### src/rtl/spi_reader_pkg.sv
// ============================================================================
//  Module      : spi_reader_pkg
//  Description : Shared types and constants for the SPI X-axis reader:
//                FSM state encoding, frame geometry and the default
//                command/address bytes of an ADXL362-style register read.
//  Revision    : 1.0 - initial release
// ============================================================================
`default_nettype none

package spi_reader_pkg;

    // Transaction phases of one register-read frame
    typedef enum logic [2:0] {
        IDLE  = 3'd0,
        SETUP = 3'd1,
        SHIFT = 3'd2,
        HOLD  = 3'd3,
        DONE  = 3'd4
    } state_t;

    localparam int         SPI_FRAME_BITS = 32;
    localparam int         X_W            = 12;
    localparam logic [7:0] READ_CMD_DEF   = 8'h0B;
    localparam logic [7:0] X_ADDR_DEF     = 8'h0E;
    localparam logic [7:0] DUMMY_BYTE     = 8'h00;

    // Outgoing frame: command, start address, two dummy bytes clocking the data back
    function automatic logic [SPI_FRAME_BITS-1:0] build_frame(input logic [7:0] cmd,
                                                              input logic [7:0] addr);
        return {cmd, addr, DUMMY_BYTE, DUMMY_BYTE};
    endfunction

endpackage

`default_nettype wire

### src/rtl/spi_sclk_gen.sv
// ============================================================================
//  Module      : spi_sclk_gen
//  Description : SPI clock generator. Counts CLK_DIV clk cycles per SCLK
//                half-period and emits one-cycle strobes on the cycle whose
//                closing edge raises or lowers SCLK. Held at sclk=0 while
//                disabled.
//  Revision    : 1.0 - initial release
// ============================================================================
`default_nettype none

module spi_sclk_gen #(
    parameter int CLK_DIV = 50
) (
    input  logic clk,
    input  logic rst,
    input  logic i_en,
    output logic o_sclk,
    output logic o_rise_tick,
    output logic o_fall_tick
);

    localparam int C_CNT_W = (CLK_DIV > 1) ? $clog2(CLK_DIV) : 1;

    logic [C_CNT_W-1:0] r_cnt;
    logic               r_sclk;
    logic               w_wrap;

    assign w_wrap      = i_en && (r_cnt == C_CNT_W'(CLK_DIV - 1));
    assign o_rise_tick = w_wrap && !r_sclk;
    assign o_fall_tick = w_wrap &&  r_sclk;
    assign o_sclk      = r_sclk;

    // Half-period counter; SCLK toggles at the end of every half-period
    always_ff @(posedge clk or posedge rst) begin
        if (rst) begin
            r_cnt  <= '0;
            r_sclk <= 1'b0;
        end else if (!i_en) begin
            r_cnt  <= '0;
            r_sclk <= 1'b0;
        end else if (w_wrap) begin
            r_cnt  <= '0;
            r_sclk <= ~r_sclk;
        end else begin
            r_cnt  <= r_cnt + 1'b1;
        end
    end

endmodule

`default_nettype wire

### src/rtl/spi_x_reader.sv
// ============================================================================
//  Module      : spi_x_reader
//  Description : SPI mode-0 master that periodically reads the 12-bit signed
//                X-axis sample of an ADXL362-style accelerometer and presents
//                it as x_val with a one-cycle x_valid strobe.
//                Build option XREAD_AVG4_EN: x_val becomes the mean of the
//                last four samples, x_valid one cycle later.
//  Revision    : 1.0 - initial release
// ============================================================================
`default_nettype none

module spi_x_reader
    import spi_reader_pkg::*;
#(
    parameter int         CLK_DIV     = 50,
    parameter int         POLL_PERIOD = 100_000,
    parameter logic [7:0] READ_CMD    = READ_CMD_DEF,
    parameter logic [7:0] X_ADDR      = X_ADDR_DEF
) (
    input  logic           clk,
    input  logic           rst,
    input  logic           en,
    input  logic           spi_miso,
    output logic           spi_sclk,
    output logic           spi_mosi,
    output logic           spi_cs_n,
    output logic [X_W-1:0] x_val,
    output logic           x_valid
);

    localparam int C_POLL_W  = $clog2(POLL_PERIOD);
    localparam int C_PHASE_W = (CLK_DIV > 1) ? $clog2(CLK_DIV) : 1;

    state_t                    r_state;
    state_t                    w_next;
    logic [C_POLL_W-1:0]       r_poll;
    logic                      r_first;
    logic [C_PHASE_W-1:0]      r_phase;
    logic [4:0]                r_bit;
    logic [SPI_FRAME_BITS-1:0] r_tx;
    logic [SPI_FRAME_BITS-1:0] r_rx;
    logic                      r_cs_n;
    logic                      r_mosi;
    logic [X_W-1:0]            r_x_val;
    logic                      r_x_valid;
    logic                      w_cs_n_nxt;
    logic                      w_start;
    logic                      w_phase_end;
    logic                      w_last_fall;
    logic                      w_rise;
    logic                      w_fall;
    logic                      w_sclk;
    logic                      w_done;
    logic [X_W-1:0]            w_sample;
    logic                      w_unused_rx;

    assign w_start     = (r_state == IDLE) && en &&
                         (r_first || (r_poll == C_POLL_W'(POLL_PERIOD - 1)));
    assign w_phase_end = (r_phase == C_PHASE_W'(CLK_DIV - 1));
    assign w_last_fall = w_fall && (r_bit == 5'd31);
    assign w_done      = (r_state == DONE);
    // Byte 3 is XDATA_L, low nibble of byte 4 is XDATA_H; its upper nibble only repeats the sign
    assign w_sample    = {r_rx[3:0], r_rx[15:8]};
    assign w_unused_rx = &{1'b0, r_rx[31:16], r_rx[7:4]};

    spi_sclk_gen #(
        .CLK_DIV (CLK_DIV)
    ) u_sclk_gen (
        .clk         (clk),
        .rst         (rst),
        .i_en        (r_state == SHIFT),
        .o_sclk      (w_sclk),
        .o_rise_tick (w_rise),
        .o_fall_tick (w_fall)
    );

    // FSM state register
    always_ff @(posedge clk or posedge rst) begin
        if (rst) r_state <= IDLE;
        else     r_state <= w_next;
    end

    // FSM next-state logic
    always_comb begin
        w_next = r_state;
        case (r_state)
            IDLE:    if (w_start)     w_next = SETUP;
            SETUP:   if (w_phase_end) w_next = SHIFT;
            SHIFT:   if (w_last_fall) w_next = HOLD;
            HOLD:    if (w_phase_end) w_next = DONE;
            DONE:                     w_next = IDLE;
            default:                  w_next = IDLE;
        endcase
    end

    // FSM output decode: chip select follows the state being entered so it is registered
    always_comb begin
        w_cs_n_nxt = 1'b1;
        if (w_next == SETUP || w_next == SHIFT || w_next == HOLD) w_cs_n_nxt = 1'b0;
    end

    // Poll timer, setup/hold phase timer and first-poll flag
    always_ff @(posedge clk or posedge rst) begin
        if (rst) begin
            r_poll  <= '0;
            r_phase <= '0;
            r_first <= 1'b1;
        end else begin
            if (!en || w_start) r_poll <= '0;
            else                r_poll <= r_poll + 1'b1;
            if ((r_state == SETUP || r_state == HOLD) && !w_phase_end) r_phase <= r_phase + 1'b1;
            else                                                       r_phase <= '0;
            if (w_start) r_first <= 1'b0;
        end
    end

    // Serial shift path: MOSI changes on SCLK falls, MISO captured on SCLK rises
    always_ff @(posedge clk or posedge rst) begin
        if (rst) begin
            r_cs_n <= 1'b1;
            r_mosi <= 1'b0;
            r_tx   <= '0;
            r_rx   <= '0;
            r_bit  <= '0;
        end else begin
            r_cs_n <= w_cs_n_nxt;
            if (w_start) begin
                r_tx   <= build_frame(READ_CMD, X_ADDR);
                r_mosi <= READ_CMD[7];
                r_bit  <= '0;
            end else if (w_fall) begin
                r_tx   <= {r_tx[SPI_FRAME_BITS-2:0], 1'b0};
                r_mosi <= r_tx[SPI_FRAME_BITS-2];
                r_bit  <= r_bit + 1'b1;
            end
            if (w_start)     r_rx <= '0;
            else if (w_rise) r_rx <= {r_rx[SPI_FRAME_BITS-2:0], spi_miso};
        end
    end

`ifdef XREAD_AVG4_EN
    logic [X_W-1:0] r_hist [4];
    logic           r_pend;
    logic [X_W+1:0] w_sum;

    assign w_sum = {{2{r_hist[0][X_W-1]}}, r_hist[0]} + {{2{r_hist[1][X_W-1]}}, r_hist[1]} +
                   {{2{r_hist[2][X_W-1]}}, r_hist[2]} + {{2{r_hist[3][X_W-1]}}, r_hist[3]};

    // Four-sample history, then mean = sum >>> 2 (rounds toward -inf) one cycle later
    always_ff @(posedge clk or posedge rst) begin
        if (rst) begin
            for (int i = 0; i < 4; i++) r_hist[i] <= '0;
            r_pend    <= 1'b0;
            r_x_val   <= '0;
            r_x_valid <= 1'b0;
        end else begin
            if (w_done) begin
                r_hist[0] <= w_sample;
                r_hist[1] <= r_hist[0];
                r_hist[2] <= r_hist[1];
                r_hist[3] <= r_hist[2];
            end
            r_pend    <= w_done;
            r_x_valid <= r_pend;
            if (r_pend) r_x_val <= w_sum[X_W+1:2];
        end
    end
`else
    // Raw sample capture at the end of each frame
    always_ff @(posedge clk or posedge rst) begin
        if (rst) begin
            r_x_val   <= '0;
            r_x_valid <= 1'b0;
        end else begin
            r_x_valid <= w_done;
            if (w_done) r_x_val <= w_sample;
        end
    end
`endif

    assign spi_sclk = w_sclk;
    assign spi_mosi = r_mosi;
    assign spi_cs_n = r_cs_n;
    assign x_val    = r_x_val;
    assign x_valid  = r_x_valid;

endmodule

`default_nettype wire

### config.mk
export PLATFORM = sky130hd
export DESIGN_NAME = spi_x_reader
export DESIGN_NICKNAME = d
export VERILOG_FILES = /design/src/rtl/spi_reader_pkg.sv /design/src/rtl/spi_sclk_gen.sv /design/src/rtl/spi_x_reader.sv
export SDC_FILE = /design/constraint.sdc
export NUM_CORES = 1
export LEC_CHECK = 0
export ABC_AREA = 0
export BUFFER_PORTS_ARGS = -buffer_cell sky130_fd_sc_hd__buf_4
export CAP_MARGIN = 30
export CORE_MARGIN = 5
export CORE_UTILIZATION = 50
export CTS_BUF_LIST = sky130_fd_sc_hd__clkbuf_8
export CTS_CLUSTER_DIAMETER = 120
export CTS_CLUSTER_SIZE = 12
export DETAILED_ROUTE_END_ITERATION = 8
export PLACE_DENSITY_LB_ADDON = 0.3
export RECOVER_POWER = 100
export SETUP_SLACK_MARGIN = 0.1
export SLEW_MARGIN = 20
export SYNTH_ARGS = -nofsm -noshare
export SYNTH_HDL_FRONTEND = slang
export SYNTH_SLANG_ARGS = --single-unit
### constraint.sdc
create_clock -name clk -period 2.9 [get_ports clk]
set_input_delay 0.29 -clock clk [delete_from_list [all_inputs] [get_ports clk]]
set_output_delay 0.29 -clock clk [all_outputs]
set_load 0.01 [all_outputs]
==> reports/qor.yml <==
floorplanning:
  die-area_um2: 9210
  fp.dieW_um: 96.0
  fp.dieH_um: 96.0
  ios: 20
  start_util: 0.512
  coreArea_um2: 7210
  std_cell_rows: 31
worst_setup_path:
  r2r_setup_slack_ps: 650
  crit_family: "simple AND/OR/NAND/NOR gates"
  crit_buf_inv: 0
  start_kind: "flop"
  cp_data_required_time_ps: 3120
  crit_arrival_ps: 2470
  cpPeakStageDelay_ps: 690
  worstSetupPathType: "flop to flop"
  slowest_stage: "nand4b_1"
  end_kind: "flop"
  cp_cell_sequence: "nor3b_1, nand4b_1, nand2_1, a21oi_1"
  cp_max_fo: 16
synthesis:
  avgSynthCellArea_um2: 10.7
  synth-main-ff-cell: "dfrtp_1"
  synth_top_area_cell: "dfrtp_1"
  syn_inst: 347
  synth.top_cell.area_share: 0.555
  seq_area_frac_synth: 0.569
  synth_area_um2: 3700
  syn_nets: 358
  synth-edff-count: 0
  synth.most_common_cell: "dfrtp_1"
  synthTopCellsByArea: "dfrtp_1, nand2_1, xnor2_1, a21oi_1, mux2_2"
  ys_ff_latch: 84
  async_reset_ff_frac: 1.00
  yosysWarnings: 0
  yosysUniqueCellTypes: 40
  synthTopCellsByCount: "dfrtp_1, nand2_1, nor2_1"
layout:
  nNetsFinal: 380
  nFillCells: 651
  seqCellArea_um2: 2100
  num_antenna_cells: 0
  drive_gt1_frac: 0.112
  areaGrowthSynthToFinish_pct: 8.16
  multiInputGateArea_um2: 1430
clock_network:
  cts_tree: "done"
  cts_buffer_depth: 2
  cts-hold-fix-buffers: 0
  cts_made_buffers: 9
  post-cts-setup-buffers: 0
  clk_pin_slew_ps: 90
  cts.sinks: 84
  cts-root-buf: "clkbuf_8"
  clk_latency_ps: 350
  ctsResizeCount: 0
  htree_levels: 3
place:
  dp_hpwl_mm: 4.24
  gp_congestion: 0.797
  io_buffers: 19
timing:
  setup_viol: 0
  rsz0062_at_grt: "false"
  slew_headroom: -0.300
  fin_worst_skew_ps: 14.2
  fmax_ghz: 0.445
  setup_tns_ps: 0
  slew_violations: 47
  finalCritPeriodShare: 0.776
  min_period_ps: 2250
  max_slew.worst_pin.slew_ps: 1940
  finalHoldViolCount: 0
global_routing:
  grt_pass1_wl_mm: 11.0
  grtUsageTotal: 0.151
  grt_max_degree: 47
  grt_pass1_vias: 2401
  grt_overflow_total: 0
  antenna_found_initial: 0
power_and_ir_drop:
  irDropWorstVdd_mv: 0.321
  pwr_density_cell_nw_per_um2: 526
  p_total_mw: 2.10
  power_leakage_nw: 1.75
flow_run:
  cap_violations: 1
status:
  violations: "max-capacitance violations, max-slew violations"
  status: "finished, violations left"
detailed_routing:
  viasPerCell: 5.21
  first_pass_iters: 4
  drc: 0
  vias: 2463
  ant_nets: 0
  drt_iter0_markers: 115
  drt-wirelength-per-cell_um: 13.1
  wl_mm: 6.20
worst_hold_path:
  worstHoldPathType: "input port to flop"
==> per-stage QoR <==
step                       util  cell area [um2]  cells  hold WS [ps]  setup slack (ps)
after floorplan               -             3700    347           424               448
after global placement    0.541             3910    457           461              1130
after detailed placement  0.541             3910    457           463              1060
after CTS                 0.569             4110    473          67.8              1030
after global routing      0.554             4000    473           182               453
final                     0.554             4000    473           179               650
==> metal layers <==
metal | part of all wire | GRT usage | up-vias
li1 | - | - | 1211
met1 | 0.47 | 0.197 | 1211
met2 | 0.49 | 0.244 | 33
met3 | 0.031 | 0.0453 | 8
met4 | 0.012 | 0.0438 | 0
met5 | 0 | 0 | -
==> power by group <==
| part | internal, mW | leakage [nW] | switching [mW] |
|---|---|---|---|
| clock | 0.402 | 0.104 | 0.425 |
| combinational | 0.0208 | 0.602 | 0.0425 |
| sequential | 1.20 | 1.04 | 0.0179 |
| total | 1.62 | 1.75 | 0.485 |
==> worst min-delay path: cells and delay by family <==
kind	cells	cell delay [ps]
and+or+nand+nor	1	50
buffers and inverters	1	110
AOI/OAI and AO/OA	1	50
==> sequential cells by signal, indices dropped and copies added, names as in the netlist <==
signal / cells
r_bit: 5
x_valid: 1
u_sclk_gen.o_sclk: 1
spi_cs_n: 1
r_first: 1
r_phase: 6
spi_mosi: 1
r_rx: 16
r_poll: 17
r_state: 3
x_val: 12
u_sclk_gen.r_cnt: 6
r_tx: 14
==> final timing paths <==
check                           start  endpoint  cells after the start
hold / removal               spi_miso   r_rx[0]                      3
setup / recovery           r_state[1]   r_rx[7]                      4
max in group asynchronous         rst  spi_cs_n                      3
setup reg to reg           r_state[1]   r_rx[7]                      4
hold reg to reg              r_tx[17]  r_tx[17]                      2
min in group asynchronous         rst  x_val[8]                      2
==> logic make-up (layout without fill, tap and decap cells) <==
kind of cell               after synthesis  count (layout)  synth area share
and+or+nand+nor                        162             162             0.214
DFF                                     84              84             0.569
AOI/OAI and AO/OA                       37              37            0.0613
xor gates and xnor gates                26              26            0.0616
buffers and inverters                   19              46            0.0342
muxes                                   12              12            0.0365
adders and majority gates                7               7            0.0237
==> cells in the final DEF (no fill, tap or decap), types with 6 or more instances in the layout <==
master	n
xor2_1	8
mux2_2	12
nand4_1	6
clkbuf_8	9
dfrtp_1	82
buf_4	6
ha_1	7
nor2_1	33
xnor2_1	18
nand2_1	75
a21oi_1	29
nand3_1	16
clkbuf_1	17
==> final cells by class <==
class / count / area share
repair buffers: 24 / 0.0291
clock inverters: 7 / 0.0188
multi-input cells: 244 / 0.358
well taps: 99 / 0.0310
inverters: 6 / 0.00594
clock buffers: 9 / 0.0310
flip-flops and latches: 84 / 0.526
No activity file was read; power rests on OpenSTA's default activity.
